[src/rtl/uart_rx.sv]
// uart_rx - 8N1 asynchronous serial receiver with valid/ready output.
//
// Oversamples the synchronised line at OVERSAMPLE ticks per bit, centres on
// the start bit, rejects short low glitches, and presents each good byte in a
// holding register until the consumer takes it.
//
// Optional build macro: UART_RX_PARITY_EN adds one even-parity bit after the
// data bits and a parity_err pulse output.
//
// Ports:
//   clk        system clock, rising edge
//   rst        asynchronous active-low reset
//   rx         serial line, idle high, asynchronous to clk
//   data       received byte, stable while valid=1
//   valid      byte available in holding register
//   ready      consumer takes the byte on valid && ready
//   frame_err  one-cycle pulse, stop bit sampled low
//   overrun    one-cycle pulse, good byte dropped because valid was held
//   parity_err one-cycle pulse, parity mismatch (UART_RX_PARITY_EN only)
//
// state     | meaning
// ----------+---------------------------------------------------------
// S_IDLE    | line idle, looking for a low sample on a tick
// S_START   | qualifying start bit, glitch check at mid-bit
// S_DATA    | shifting in 8 data bits, LSB first
// S_PARITY  | sampling the even-parity bit (UART_RX_PARITY_EN only)
// S_STOP    | sampling stop bit at mid-bit, delivering the byte
// S_WAIT    | after a framing error, waiting for the line to go high
`timescale 1ns/1ps

module uart_rx #(
  parameter int CLK_FREQ   = 100_000_000,
  parameter int BAUD       = 9600,
  parameter int OVERSAMPLE = 16
) (
  input  logic       clk,
  input  logic       rst,
  input  logic       rx,
  output logic [7:0] data,
  output logic       valid,
  input  logic       ready,
  output logic       frame_err,
`ifdef UART_RX_PARITY_EN
  output logic       parity_err,
`endif
  output logic       overrun
);

  localparam int DIV   = CLK_FREQ / (BAUD * OVERSAMPLE);
  localparam int DIV_W = (DIV > 1) ? $clog2(DIV) : 1;
  localparam int SC_W  = $clog2(OVERSAMPLE);

  localparam logic [DIV_W-1:0] DIV_RELOAD = DIV_W'(DIV - 1);
  localparam logic [SC_W-1:0]  SC_MID     = SC_W'(OVERSAMPLE / 2 - 1);
  localparam logic [SC_W-1:0]  SC_LAST    = SC_W'(OVERSAMPLE - 1);

  typedef enum logic [2:0] {
    S_IDLE,
    S_START,
    S_DATA,
`ifdef UART_RX_PARITY_EN
    S_PARITY,
`endif
    S_STOP,
    S_WAIT
  } state_t;

  state_t           state;
  logic             rx_meta, line;
  logic [DIV_W-1:0] div_cnt;
  logic             tick;
  logic [SC_W-1:0]  scnt;
  logic [2:0]       bit_idx;
  logic [7:0]       shreg;
  logic             par_ok;

  // Two-flop synchroniser, preset to the idle level.
  always_ff @(posedge clk or negedge rst) begin
    if (!rst) begin
      rx_meta <= 1'b1;
      line    <= 1'b1;
    end else begin
      rx_meta <= rx;
      line    <= rx_meta;
    end
  end

  // Tick divider: down-counter, tick on terminal count then reload.
  assign tick = (div_cnt == '0);

  always_ff @(posedge clk or negedge rst) begin
    if (!rst) begin
      div_cnt <= '0;
    end else if (tick) begin
      div_cnt <= DIV_RELOAD;
    end else begin
      div_cnt <= div_cnt - 1'b1;
    end
  end

`ifdef UART_RX_PARITY_EN
  logic par_bit;
  // Even parity: data bits plus parity bit must XOR to zero.
  assign par_ok = ~(^shreg ^ par_bit);
`else
  assign par_ok = 1'b1;
`endif

  always_ff @(posedge clk or negedge rst) begin
    if (!rst) begin
      state     <= S_IDLE;
      scnt      <= '0;
      bit_idx   <= '0;
      shreg     <= '0;
      data      <= 8'h00;
      valid     <= 1'b0;
      frame_err <= 1'b0;
      overrun   <= 1'b0;
`ifdef UART_RX_PARITY_EN
      par_bit    <= 1'b0;
      parity_err <= 1'b0;
`endif
    end else begin
      frame_err <= 1'b0;
      overrun   <= 1'b0;
`ifdef UART_RX_PARITY_EN
      parity_err <= 1'b0;
`endif
      if (valid && ready) valid <= 1'b0;

      if (tick) begin
        case (state)
          S_IDLE: begin
            if (!line) begin
              state <= S_START;
              scnt  <= '0;
            end
          end
          S_START: begin
            if (scnt == SC_MID && line) begin
              state <= S_IDLE;
            end else if (scnt == SC_LAST) begin
              state   <= S_DATA;
              scnt    <= '0;
              bit_idx <= '0;
            end else begin
              scnt <= scnt + 1'b1;
            end
          end
          S_DATA: begin
            if (scnt == SC_MID) shreg <= {line, shreg[7:1]};
            if (scnt == SC_LAST) begin
              scnt <= '0;
              if (bit_idx == 3'd7) begin
`ifdef UART_RX_PARITY_EN
                state <= S_PARITY;
`else
                state <= S_STOP;
`endif
              end else begin
                bit_idx <= bit_idx + 1'b1;
              end
            end else begin
              scnt <= scnt + 1'b1;
            end
          end
`ifdef UART_RX_PARITY_EN
          S_PARITY: begin
            if (scnt == SC_MID) par_bit <= line;
            if (scnt == SC_LAST) begin
              scnt  <= '0;
              state <= S_STOP;
            end else begin
              scnt <= scnt + 1'b1;
            end
          end
`endif
          S_STOP: begin
            if (scnt == SC_MID) begin
              if (!line) begin
                frame_err <= 1'b1;
                state     <= S_WAIT;
              end else begin
                // Return at mid-stop so a back-to-back start edge is caught.
                state <= S_IDLE;
                if (par_ok) begin
                  // A byte accepted this same clk frees the holding register.
                  if (valid && !ready) begin
                    overrun <= 1'b1;
                  end else begin
                    data  <= shreg;
                    valid <= 1'b1;
                  end
                end
`ifdef UART_RX_PARITY_EN
                else begin
                  parity_err <= 1'b1;
                end
`endif
              end
            end else begin
              scnt <= scnt + 1'b1;
            end
          end
          S_WAIT: begin
            if (line) state <= S_IDLE;
          end
          default: state <= S_IDLE;
        endcase
      end
    end
  end

endmodule

[config.mk]
export PLATFORM = sky130hd
export DESIGN_NAME = uart_rx
export DESIGN_NICKNAME = d
export VERILOG_FILES = /design/src/rtl/uart_rx.sv
export SDC_FILE = /design/constraint.sdc
export NUM_CORES = 1
export LEC_CHECK = 0
export CORE_MARGIN = 3
export CORE_UTILIZATION = 55
export DETAILED_ROUTE_END_ITERATION = 7
export DONT_BUFFER_PORTS = 1
export GPL_TIMING_DRIVEN = 0
export PLACE_DENSITY = 0.66
export SLEW_MARGIN = 20
export SYNTH_ARGS = -nofsm -noshare
export SYNTH_HDL_FRONTEND = slang
export SYNTH_SLANG_ARGS = --single-unit
[constraint.sdc]
create_clock -name clk -period 4.7 [get_ports clk]
set_input_delay 0.47 -clock clk [delete_from_list [all_inputs] [get_ports clk]]
set_output_delay 0.47 -clock clk [all_outputs]
set_load 0.03 [all_outputs]
==> impl_metrics.csv, run 1 <==
group,metric,value,unit
synthesis,synth_nets,176,
synthesis,syn_area_per_cell,11.3,sq um
critical_path,critPathLaunchType,"flop",
timing,period_share,0.575,
timing,worst_pin_slew,0.961,ns
synthesis,yosys.area_share.simple,0.174,
synthesis,synth_common_cells,"dfrtp_1 (39), mux2_2 (17), nor2_1 (12)",
drt,wl_per_cell,13.9,microns
layout,antenna_cells,0,
drt,wl_met1,1.42,mm
critical_path,critPathMaxFanout,8,
grt,grt_remaining_overflow,0,
grt,grt_max_degree,42,
clock_tree,clk_latency,0.34,ns
synthesis,synth_compound_area_frac,0.0685,
synthesis,synth_top_family_by_area,"simple AND/OR/NAND/NOR gates",
drt,wl_met3,117,microns
timing,relSlewSlack,0.353,
synthesis,synth_area_leaders,"dfrtp_1 (51%), mux2_2 (10%), dfstp_2 (2.8%), ha_1 (2.6%), nand3_1 (2.4%)",
layout,area_delta_synth_final,8.96,%
clock_tree,clkTransAtPathRegs,0.12,ns
place,dp_hpwl,2.27,mm
power_and_ir_drop,leakage,0.967,nW
place,gp_congestion,0.851,
clock_tree,clk_path_buf_depth,2,
drt,drtIter0Drc,47,
clock_tree,clock_sinks,41,
place,postPlaceCellArea,0.00195,sq mm
critical_path,crit_required,4.93,ns
synthesis,yosysSeqAreaShare,0.542,
timing,fin_crit,2.70,ns
layout,finalNonFillerCells,222,
drt,firstDrtPassIters,4,
timing,rsz0062_at_grt,"no",
timing,timing.hold.ws,0.122,ns
timing,finalSetupViolations,0,
critical_path,endpoint_kind,"flop",
synthesis,synth_xor_area_frac,0.0184,
grt,grt_pass1_wl,5.47,mm
grt,grt_pass1_vias,1265,
floorplanning,core,0.00318,sq mm
place,dp.cells,212,
place,io_buffers,0,
critical_path,cp.arrival,2.93,ns
timing,tns,0,ns
synthesis,synthMuxAreaShare,0.138,
power_and_ir_drop,ir_drop,0.176,mV
synthesis,synth_edf_count,0,
floorplanning,fp.dieArea,0.00419,sq mm
layout,fin_util,0.651,
drt,wl,3.09,mm
clock_tree,cts_tree,"yes",
drt,viasPerCell,5.72,
drt,via_count,1269,
floorplanning,initial_core_util,0.598,
floorplanning,chipHeight,64.8,microns
outcome,status,"complete, no violations",
layout,drive_gt1_frac,0.191,
run,cap_viol_max_count,0,
floorplanning,fp-row-count,20,
clock_tree,postCtsResizedCells,0,
grt,track_usage,0.169,
synthesis,yosysUniqueCellTypes,39,
layout,final_cell_area,0.00207,sq mm
worst_hold_path,hold_class,"in -> reg",
timing,max_freq,370,MHz
critical_path,worstSetupPathType,"reg -> reg",
drt,wl_met2,1.50,mm
power_and_ir_drop,power.density,289,mW/mm^2
synthesis,post-synth-top-count-cell,"dfrtp_1",
timing,hold_violations,0,
floorplanning,io_pins,15,
synthesis,yosys.area.top_type_share,0.514,
clock_tree,cts_made_buffers,5,
synthesis,synthAdderAreaFrac,0.0264,
drt,topRoutingLayerUsed,"met4",
clock_tree,clock-root-buffer,"clkbuf_4",
floorplanning,die_w,64.8,microns
clock_tree,cts_htree_levels,2,
synthesis,ys_seq_elements,41,
timing,drv_slew,0,
drt,drtAntennaViolNets,0,
synthesis,synth-async-reset-ratio,1.00,
synthesis,ys_warn_count,0,
synthesis,synthCells,168,
drt,route.detailed.drc,0,
synthesis,synth_largest_area_cell,"dfrtp_1",
synthesis,syn_area,0.00190,sq mm
layout,final_nets,185,
synthesis,ys.flop_type,"dfrtp_1",
grt,grt_antenna_before_repair,0,
timing,clock_skew,0.0108,ns
==> area by class of cell <==
type | instances | area (sq um)
inverters | 10 | 37.5
well taps | 44 | 55.1
clock buffers | 7 | 55.1
multi-input cells | 111 | 808
repair buffers | 2 | 30.0
flip-flops and latches | 41 | 1030
fillers | 262 | 1110
clock inverters | 1 | 30.0
plain buffers | 6 | 25.0
==> power breakdown <==
group | switching (mW) | internal [mW] | total [mW]
registers | 0.000210 | 0.354 | 0.354
clock network | 0.106 | 0.127 | 0.233
logic | 0.00796 | 0.00310 | 0.0111
==> per-layer routing <==
layer  vias to the layer above  GRT usage
met5                         -          0
met4                         0     0.0712
met3                         7     0.0537
met2                        19      0.271
met1                       613      0.210
li1                        630          -
==> stage by stage <==
stage          power [mW]  worst slack, ns
4_1_cts             0.609             1.98
5_1_grt             0.627             1.83
3_5_place_dp        0.363             2.01
3_3_place_gp        0.363             2.01
2_1_floorplan       0.363             2.22
6_report            0.598             2.00
==> flip-flops by register name, indices dropped and copies added, names as in the netlist <==
| name | count |
|---|---|
| shreg | 8 |
| scnt | 4 |
| valid | 1 |
| overrun | 1 |
| rx_meta | 1 |
| bit_idx | 3 |
| state | 3 |
| data | 8 |
| div_cnt | 10 |
| frame_err | 1 |
| line | 1 |
==> layout by cell type (no fill, tap or decap), types with 6 or more instances in the layout <==
cell     instances
dfrtp_1         39
mux2_2          17
nor2_1          12
inv_1           10
nand3_1          9
nand2_1          9
o21ai_0          7
nor4_1           6
==> path summary, 6_finish.rpt <==
kind	start	to	slack (ns)	cells past startpoint
setup / recovery	div_cnt[0]$_DFF_PN0_	data[6]$_DFFE_PN0P_	2.00	7
hold / removal	rx	rx_meta$_DFF_PN1_	0.12	0
setup reg to reg	div_cnt[0]$_DFF_PN0_	data[6]$_DFFE_PN0P_	2.00	7
hold reg to reg	rx_meta$_DFF_PN1_	line$_DFF_PN1_	0.36	0
max in group asynchronous	rst	line$_DFF_PN1_	3.86	2
min in group asynchronous	rst	div_cnt[4]$_DFF_PN0_	0.57	2
==> repair_timing <==
action | CTS | global route
setup buffers | 0 | 0
hold buffers | 2 | 0
hold endpoints to repair | 41 | 0
==> critical path, cell delays in order (launching register included) <==
cell and delay (ns):
dfrtp_1 0.43, inv_1 0.07, ha_1 0.19, or4b_1 0.43
buf_2 0.18, nor3_2 0.39, nand4_1 0.47, mux2_2 0.42
==> cells by family (layout without fill, tap and decap cells) <==
kind of cell / after synthesis / after routing
mux: 23 / 23
xor+xnor: 4 / 4
fa+ha+maj: 4 / 4
flops: 41 / 41
buf+inv: 16 / 26
compound gates: 21 / 21
simple gates: 59 / 59
(Power assumes the default switching activity.)
==> run 2, diff against run 1 <==
--- a/config.mk
+++ b/config.mk
@@ -5,12 +5,13 @@
 export SDC_FILE = /design/constraint.sdc
 export NUM_CORES = 1
 export LEC_CHECK = 0
+export ABC_AREA = 1
 export CORE_MARGIN = 3
 export CORE_UTILIZATION = 55
 export DETAILED_ROUTE_END_ITERATION = 7
 export DONT_BUFFER_PORTS = 1
 export GPL_TIMING_DRIVEN = 0
-export PLACE_DENSITY = 0.66
+export PLACE_DENSITY = 0.69
 export SLEW_MARGIN = 20
 export SYNTH_ARGS = -nofsm -noshare
 export SYNTH_HDL_FRONTEND = slang
==> constraint.sdc (replaced) <==
create_clock -name clk -period 2.2 [get_ports clk]
set_input_delay 0.22 -clock clk [delete_from_list [all_inputs] [get_ports clk]]
set_output_delay 0.22 -clock clk [all_outputs]
set_load 0.03 [all_outputs]
==> impl_metrics.csv, run 2 <==
group,metric,value,unit
outcome,status,"complete, no violations",
synthesis,synth_nets,258,
critical_path,critPathMaxFanout,9,
floorplanning,initial_core_util,0.592,
drt,wl,3.63,mm
synthesis,ys_seq_elements,41,
synthesis,yosysUniqueCellTypes,30,
clock_tree,clock-root-buffer,"clkbuf_8",
synthesis,syn_area,0.00204,sq mm
grt,grt_antenna_before_repair,0,
layout,fillCellCount,277,
drt,firstDrtPassIters,4,
timing,tns,0,ns
timing,hold_violations,0,
timing,fin_crit,1.71,ns
layout,multi_input_area,882,sq um
critical_path,endpoint,"bit_idx[1]$_DFFE_PN0P_",
grt,grt_remaining_overflow,0,
synthesis,synth_edf_count,0,
critical_path,cp.arrival,1.90,ns
place,gp_congestion,0.803,
grt,grt-busiest-layer,"met2",
clock_tree,clock_sinks,41,
power_and_ir_drop,leakage,1.23,nW
critical_path,reg2reg_slack,0.49,ns
layout,top_register,"div_cnt",
timing,worst_pin_slew,0.398,ns
place,pre_cts_ws,0.501,ns
clock_tree,postCtsSetupBuffers,0,
drt,via_count,1548,
grt,use_met1,0.251,
synthesis,ys.flop_type,"dfrtp_1",
clock_tree,hold_buffers,3,
layout,fin_util,0.654,
synthesis,synth_area_leaders,"dfrtp_1 (48%), nand2_1 (17%), nand3_1 (6.9%), nor2_1 (4.4%), inv_1 (2.9%)",
place,io_buffers,0,
clock_tree,postCtsResizedCells,0,
critical_path,reg2reg_from,"div_cnt[0]$_DFF_PN0_",
synthesis,synth_common_cells,"nand2_1 (90), dfrtp_1 (39), nand3_1 (28)",
timing,rsz0062_at_grt,"no",
layout,seqCellArea,0.00103,sq mm
power_and_ir_drop,ir_drop,0.569,mV
grt,grt_pass1_wl,6.45,mm
critical_path,endpoint_kind,"flop",
layout,finalNonFillerCells,307,
timing,period_share,0.778,
run,cap_viol_max_count,0,
clock_tree,clkTransAtPathRegs,0.08,ns
critical_path,reg2regPathDepth,9,
layout,layout_commonest_cell,"nand2_1",
layout,largest_registers,"div_cnt x10, data x8, shreg x8",
drt,drtIter0Drc,116,
layout,final_nets,268,
floorplanning,io_pins,15,
critical_path,setup.worst_path.start,"div_cnt[0]$_DFF_PN0_",
place,dp_hpwl,2.54,mm
layout,drive_gt1_frac,0.130,
drt,wl_per_cell,11.8,microns
timing,clock_skew,0.00451,ns
synthesis,yosys.area.top_type_share,0.479,
clock_tree,cts_htree_levels,2,
drt,route.detailed.drc,0,
layout,largest_reg_flops,10,
floorplanning,core,0.00344,sq mm
floorplanning,chipHeight,66.9,microns
grt,grt_max_degree,42,
synthesis,synth_largest_area_cell,"dfrtp_1",
critical_path,worstSetupPathType,"reg -> reg",
worst_hold_path,hold_class,"in -> reg",
grt,grt_use_met3,0.0489,
timing,max_freq,584,MHz
synthesis,post-synth-top-count-cell,"nand2_1",
layout,final_cell_mix,"nand2_1 (90), dfrtp_1 (39), nand3_1 (28)",
grt,track_usage,0.194,
timing,relSlewSlack,0.734,
floorplanning,fp-row-count,21,
place,dp.cells,296,
clock_tree,clk_path_buf_depth,2,
grt,grt_pass1_vias,1449,
layout,antenna_cells,0,
drt,viasPerCell,5.04,
clock_tree,clk_latency,0.30,ns
drt,drtAntennaViolNets,0,
floorplanning,fp.dieArea,0.00447,sq mm
timing,setup_ws,0.488,ns
critical_path,crit_required,2.38,ns
synthesis,synthCells,250,
clock_tree,cts_made_buffers,5,
critical_path,critPathLaunchType,"flop",
clock_tree,cts_tree,"yes",
floorplanning,die_w,66.9,microns
synthesis,yosysSeqAreaShare,0.505,
grt,grtUsageMet2,0.298,
timing,drv_slew,0,
power_and_ir_drop,power.density,620,mW/mm^2
synthesis,synth-async-reset-ratio,1.00,
timing,finalSetupViolations,0,
synthesis,ys_warn_count,0,
layout,area_delta_synth_final,10.4,%
critical_path,r2r-end,"bit_idx[1]$_DFFE_PN0P_",
synthesis,syn_area_per_cell,8.15,sq um
[run 2: changes by cell type after synthesis, moves of 4 or more]
cell,delta
clkbuf_1,-4
inv_1,+6
inv_2,+6
mux2_2,-17
nand2_1,+81
nand3_1,+19
nor2_1,+12
nor4_1,-5
[run 2: worst min-delay path by stage]
stage | start | depth (start not counted) | endpoint | slack (ns)
floorplan | rst | 0 | bit_idx[0]$_DFFE_PN0P_ | -0.08
global placement | rst | 0 | state[1]$_DFFE_PN0P_ | -0.07
detailed placement | rst | 0 | valid$_DFF_PN0_ | -0.07
CTS | ready | 3 | overrun$_DFF_PN0_ | 0.12
global route | ready | 3 | overrun$_DFF_PN0_ | 0.13
finish | ready | 3 | overrun$_DFF_PN0_ | 0.13
[run 2: area by class of cell]
cell class,instances,area share
Buffer,5,0.0195
Sequential cell,41,0.457
Multi-Input combinational cell,182,0.392
Clock inverter,3,0.0206
Clock buffer,5,0.0306
Tap cell,46,0.0256
Inverter,22,0.0367
Timing Repair Buffer,3,0.0178
[run 2: per-layer routing]
layer	vias up	share of wire
met1	706	0.49
met5	-	0
li1	811	-
met2	25	0.45
met4	0	0.020
met3	6	0.035
[run 2: per-stage QoR]
stage / power (mW) / hold WS [ns] / instance area (sq um)
2_1_floorplan: 0.775 / -0.0756 / 2040
5_1_grt: 1.46 / 0.130 / 2250
3_5_place_dp: 0.776 / -0.0746 / 2090
6_report: 1.40 / 0.126 / 2250
3_3_place_gp: 0.777 / -0.0747 / 2090
4_1_cts: 1.42 / 0.120 / 2250
[run 2: critical path, stage by stage (launching register included)]
cell	delay, ns
dfrtp_1	0.40
inv_1	0.07
ha_1	0.22
nand3_2	0.14
nor2_4	0.15
nand2_4	0.12
inv_2	0.16
nand2_1	0.15
nand2_1	0.09
o21ai_1	0.07
[run 2: where the power goes]
part           switching, mW  internal, mW
registers           0.000513         0.756
logic                 0.0182       0.00703
clock network          0.274         0.340
[run 2: kinds of logic (layout without fill, tap and decap cells)]
| group | count (synthesis) | after routing | share of synthesized area |
|---|---|---|---|
| AND/OR/NAND/NOR | 159 | 159 | 0.355 |
| flip-flops | 41 | 41 | 0.505 |
| buffers and inverters | 27 | 38 | 0.0620 |
| AO/OA/AOI/OAI | 17 | 17 | 0.0448 |
| adder cells (fa/ha/maj) | 4 | 4 | 0.0246 |
| XOR/XNOR | 2 | 2 | 0.00860 |
==> run 3, diff against run 2 <==
==> constraint.sdc (replaced) <==
create_clock -name clk -period 1.45 [get_ports clk]
set_input_delay 0.145 -clock clk [delete_from_list [all_inputs] [get_ports clk]]
set_output_delay 0.145 -clock clk [all_outputs]
set_load 0.03 [all_outputs]
==> impl_metrics.csv, run 3 (synthesized netlist as in run 2, its figures left out) <==
group,metric,value,unit
power_and_ir_drop,sequentialPowerShare,0.543,
drt,viasPerCell,5.31,
critical_path,critical_path.cell_chain,"buf_6 > nand2_2 > nor2_4 > inv_2 > nor3_4 > buf_4 > nand3_2 > nand2_2",
layout,fillCellCount,242,
critical_path,critPathMaxFanout,8,
grt,grt_antenna_before_repair,0,
clock_tree,cts_made_buffers,5,
grt,grt_remaining_overflow,0,
clock_tree,clock-root-buffer,"clkbuf_8",
layout,fin_util,0.748,
drt,wl,4.31,mm
drt,drtAntennaViolNets,0,
floorplanning,fp-row-count,21,
place,gp_congestion,0.767,
timing,fin_crit,1.49,ns
layout,antenna_cells,0,
floorplanning,core,0.00344,sq mm
power_and_ir_drop,leakage,1.36,nW
layout,layout_commonest_cell,"nand2_1",
drt,via_count,1764,
timing,period_share,1.02,
layout,area_delta_synth_final,26.4,%
power_and_ir_drop,intPower,1.67,mW
drt,firstDrtPassIters,5,
timing,max_freq,673,MHz
clock_tree,clk_path_buf_depth,2,
floorplanning,chipHeight,66.9,microns
grt,grt_max_degree,42,
timing,tns,-0.410,ns
clock_tree,cts_tree,"yes",
run,cap_viol_max_count,0,
critical_path,max_stage_delay,0.36,ns
critical_path,cp_slowest_cell,"dfrtp_1",
timing,finalSetupViolations,22,
clock_tree,clk_latency,0.30,ns
clock_tree,clock_sinks,41,
timing,relSlewSlack,0.775,
drt,wl_per_cell,13.0,microns
layout,drive_gt1_frac,0.318,
floorplanning,initial_core_util,0.592,
layout,final_nets,293,
power_and_ir_drop,p_sw,0.450,mW
power_and_ir_drop,switching_share,0.212,
place,io_buffers,0,
power_and_ir_drop,power.density,825,mW/mm^2
floorplanning,fp.dieArea,0.00447,sq mm
place,dp_hpwl,2.51,mm
timing,setup_ws,-0.0358,ns
drt,drtIter0Drc,121,
layout,top_register,"div_cnt",
critical_path,path_common_cell,"nand2_2",
grt,track_usage,0.206,
timing,rsz0062_at_grt,"yes",
outcome,violations,"negative setup slack",
layout,multi_input_area,0.00101,sq mm
layout,final_cell_mix,"nand2_1 (77), dfrtp_1 (38), buf_4 (25)",
grt,grt_pass1_wl,6.90,mm
timing,worst_pin_slew,0.337,ns
worst_hold_path,hold_class,"in -> reg",
place,pre_cts_ws,-0.186,ns
clock_tree,cts_htree_levels,2,
power_and_ir_drop,p_clk_frac,0.441,
floorplanning,io_pins,15,
critical_path,crit_required,1.69,ns
layout,seqCellArea,0.00103,sq mm
grt,grt_pass1_vias,1629,
critical_path,critPathLaunchType,"flop",
drt,route.detailed.drc,0,
timing,clock_skew,0.00567,ns
timing,drv_slew,0,
power_and_ir_drop,ir_drop,0.582,mV
clock_tree,clkTransAtPathRegs,0.08,ns
critical_path,cp.arrival,1.73,ns
power_and_ir_drop,p_comb_frac,0.016,
layout,largest_reg_flops,10,
layout,largest_registers,"div_cnt x10, data x8, shreg x8",
critical_path,worstSetupPathType,"reg -> reg",
timing,timing.hold.ws,0.0573,ns
critical_path,endpoint_kind,"flop",
floorplanning,die_w,66.9,microns
timing,hold_violations,0,
outcome,status,"finished with violations",
## run 3: cell count changes in the layout (fill, tap and decap cells not counted), moves of 5 or more
cell     before  now
buf_4         0   25
nand2_1      90   77
nand2_2       2   14
nand3_1      28   22
nand3_2       1    6
## run 3: stage by stage
| stage | total power [mW] | cells | area [sq um] |
|---|---|---|---|
| 3_3_place_gp | 1.18 | 296 | 2100 |
| 2_1_floorplan | 1.18 | 250 | 2050 |
| 3_5_place_dp | 1.18 | 296 | 2100 |
| 6_report | 2.12 | 332 | 2570 |
| 5_1_grt | 2.18 | 332 | 2570 |
| 4_1_cts | 2.14 | 319 | 2400 |
## run 3: timing repair
action                     4_1_cts  5_1_grt
gates resized for setup         16       24
gates cloned                     1        0
setup buffers                   12       13
pin swaps                        9       13
hold buffers                     3        0
hold endpoints to repair        42        0
setup endpoints to repair       28       30
## run 3: power groups by stage
stage,Combinational (mW),Sequential [mW],Clock (mW)
floorplan,0.00563,1.17,0
global placement,0.00708,1.17,0
detailed placement,0.00728,1.17,0
CTS,0.0371,1.15,0.950
global route,0.0400,1.15,0.992
finish,0.0348,1.15,0.936
## run 3: final cells by class
| type | count | share of cell area |
|---|---|---|
| inverters | 22 | 0.0340 |
| clock inverters | 3 | 0.0180 |
| plain buffers | 4 | 0.0151 |
| repair buffers | 29 | 0.0929 |
| clock buffers | 5 | 0.0267 |
| flip-flops and latches | 41 | 0.400 |
| multi-input cells | 182 | 0.391 |
| well taps | 46 | 0.0224 |
## run 3: path summary, 6_finish.rpt
| path | start | endpoint | slack (ns) | depth (start not counted) |
|---|---|---|---|---|
| setup / recovery | state[1]$_DFFE_PN0P_ | data[2]$_DFFE_PN0P_ | -0.04 | 8 |
| hold / removal | ready | overrun$_DFF_PN0_ | 0.06 | 3 |
| setup reg to reg | state[1]$_DFFE_PN0P_ | data[2]$_DFFE_PN0P_ | -0.04 | 8 |
| hold reg to reg | rx_meta$_DFF_PN1_ | line$_DFF_PN1_ | 0.37 | 0 |
| max in group asynchronous | rst | rx_meta$_DFF_PN1_ | 0.87 | 2 |
| min in group asynchronous | rst | valid$_DFF_PN0_ | 0.31 | 2 |
## run 3: worst max-delay path: cells and delay by family, from the launching register on
family	cells	cell delay [ns]
flops	1	0.36
simple gates	5	0.62
buf+inv	3	0.43
## run 3: layer usage
layer	vias to the layer above	global-route usage	wire length, microns
met5	-	0	0
met1	837	0.243	1930
met3	16	0.0472	161
li1	867	-	-
met4	0	0.114	148
met2	44	0.344	2070
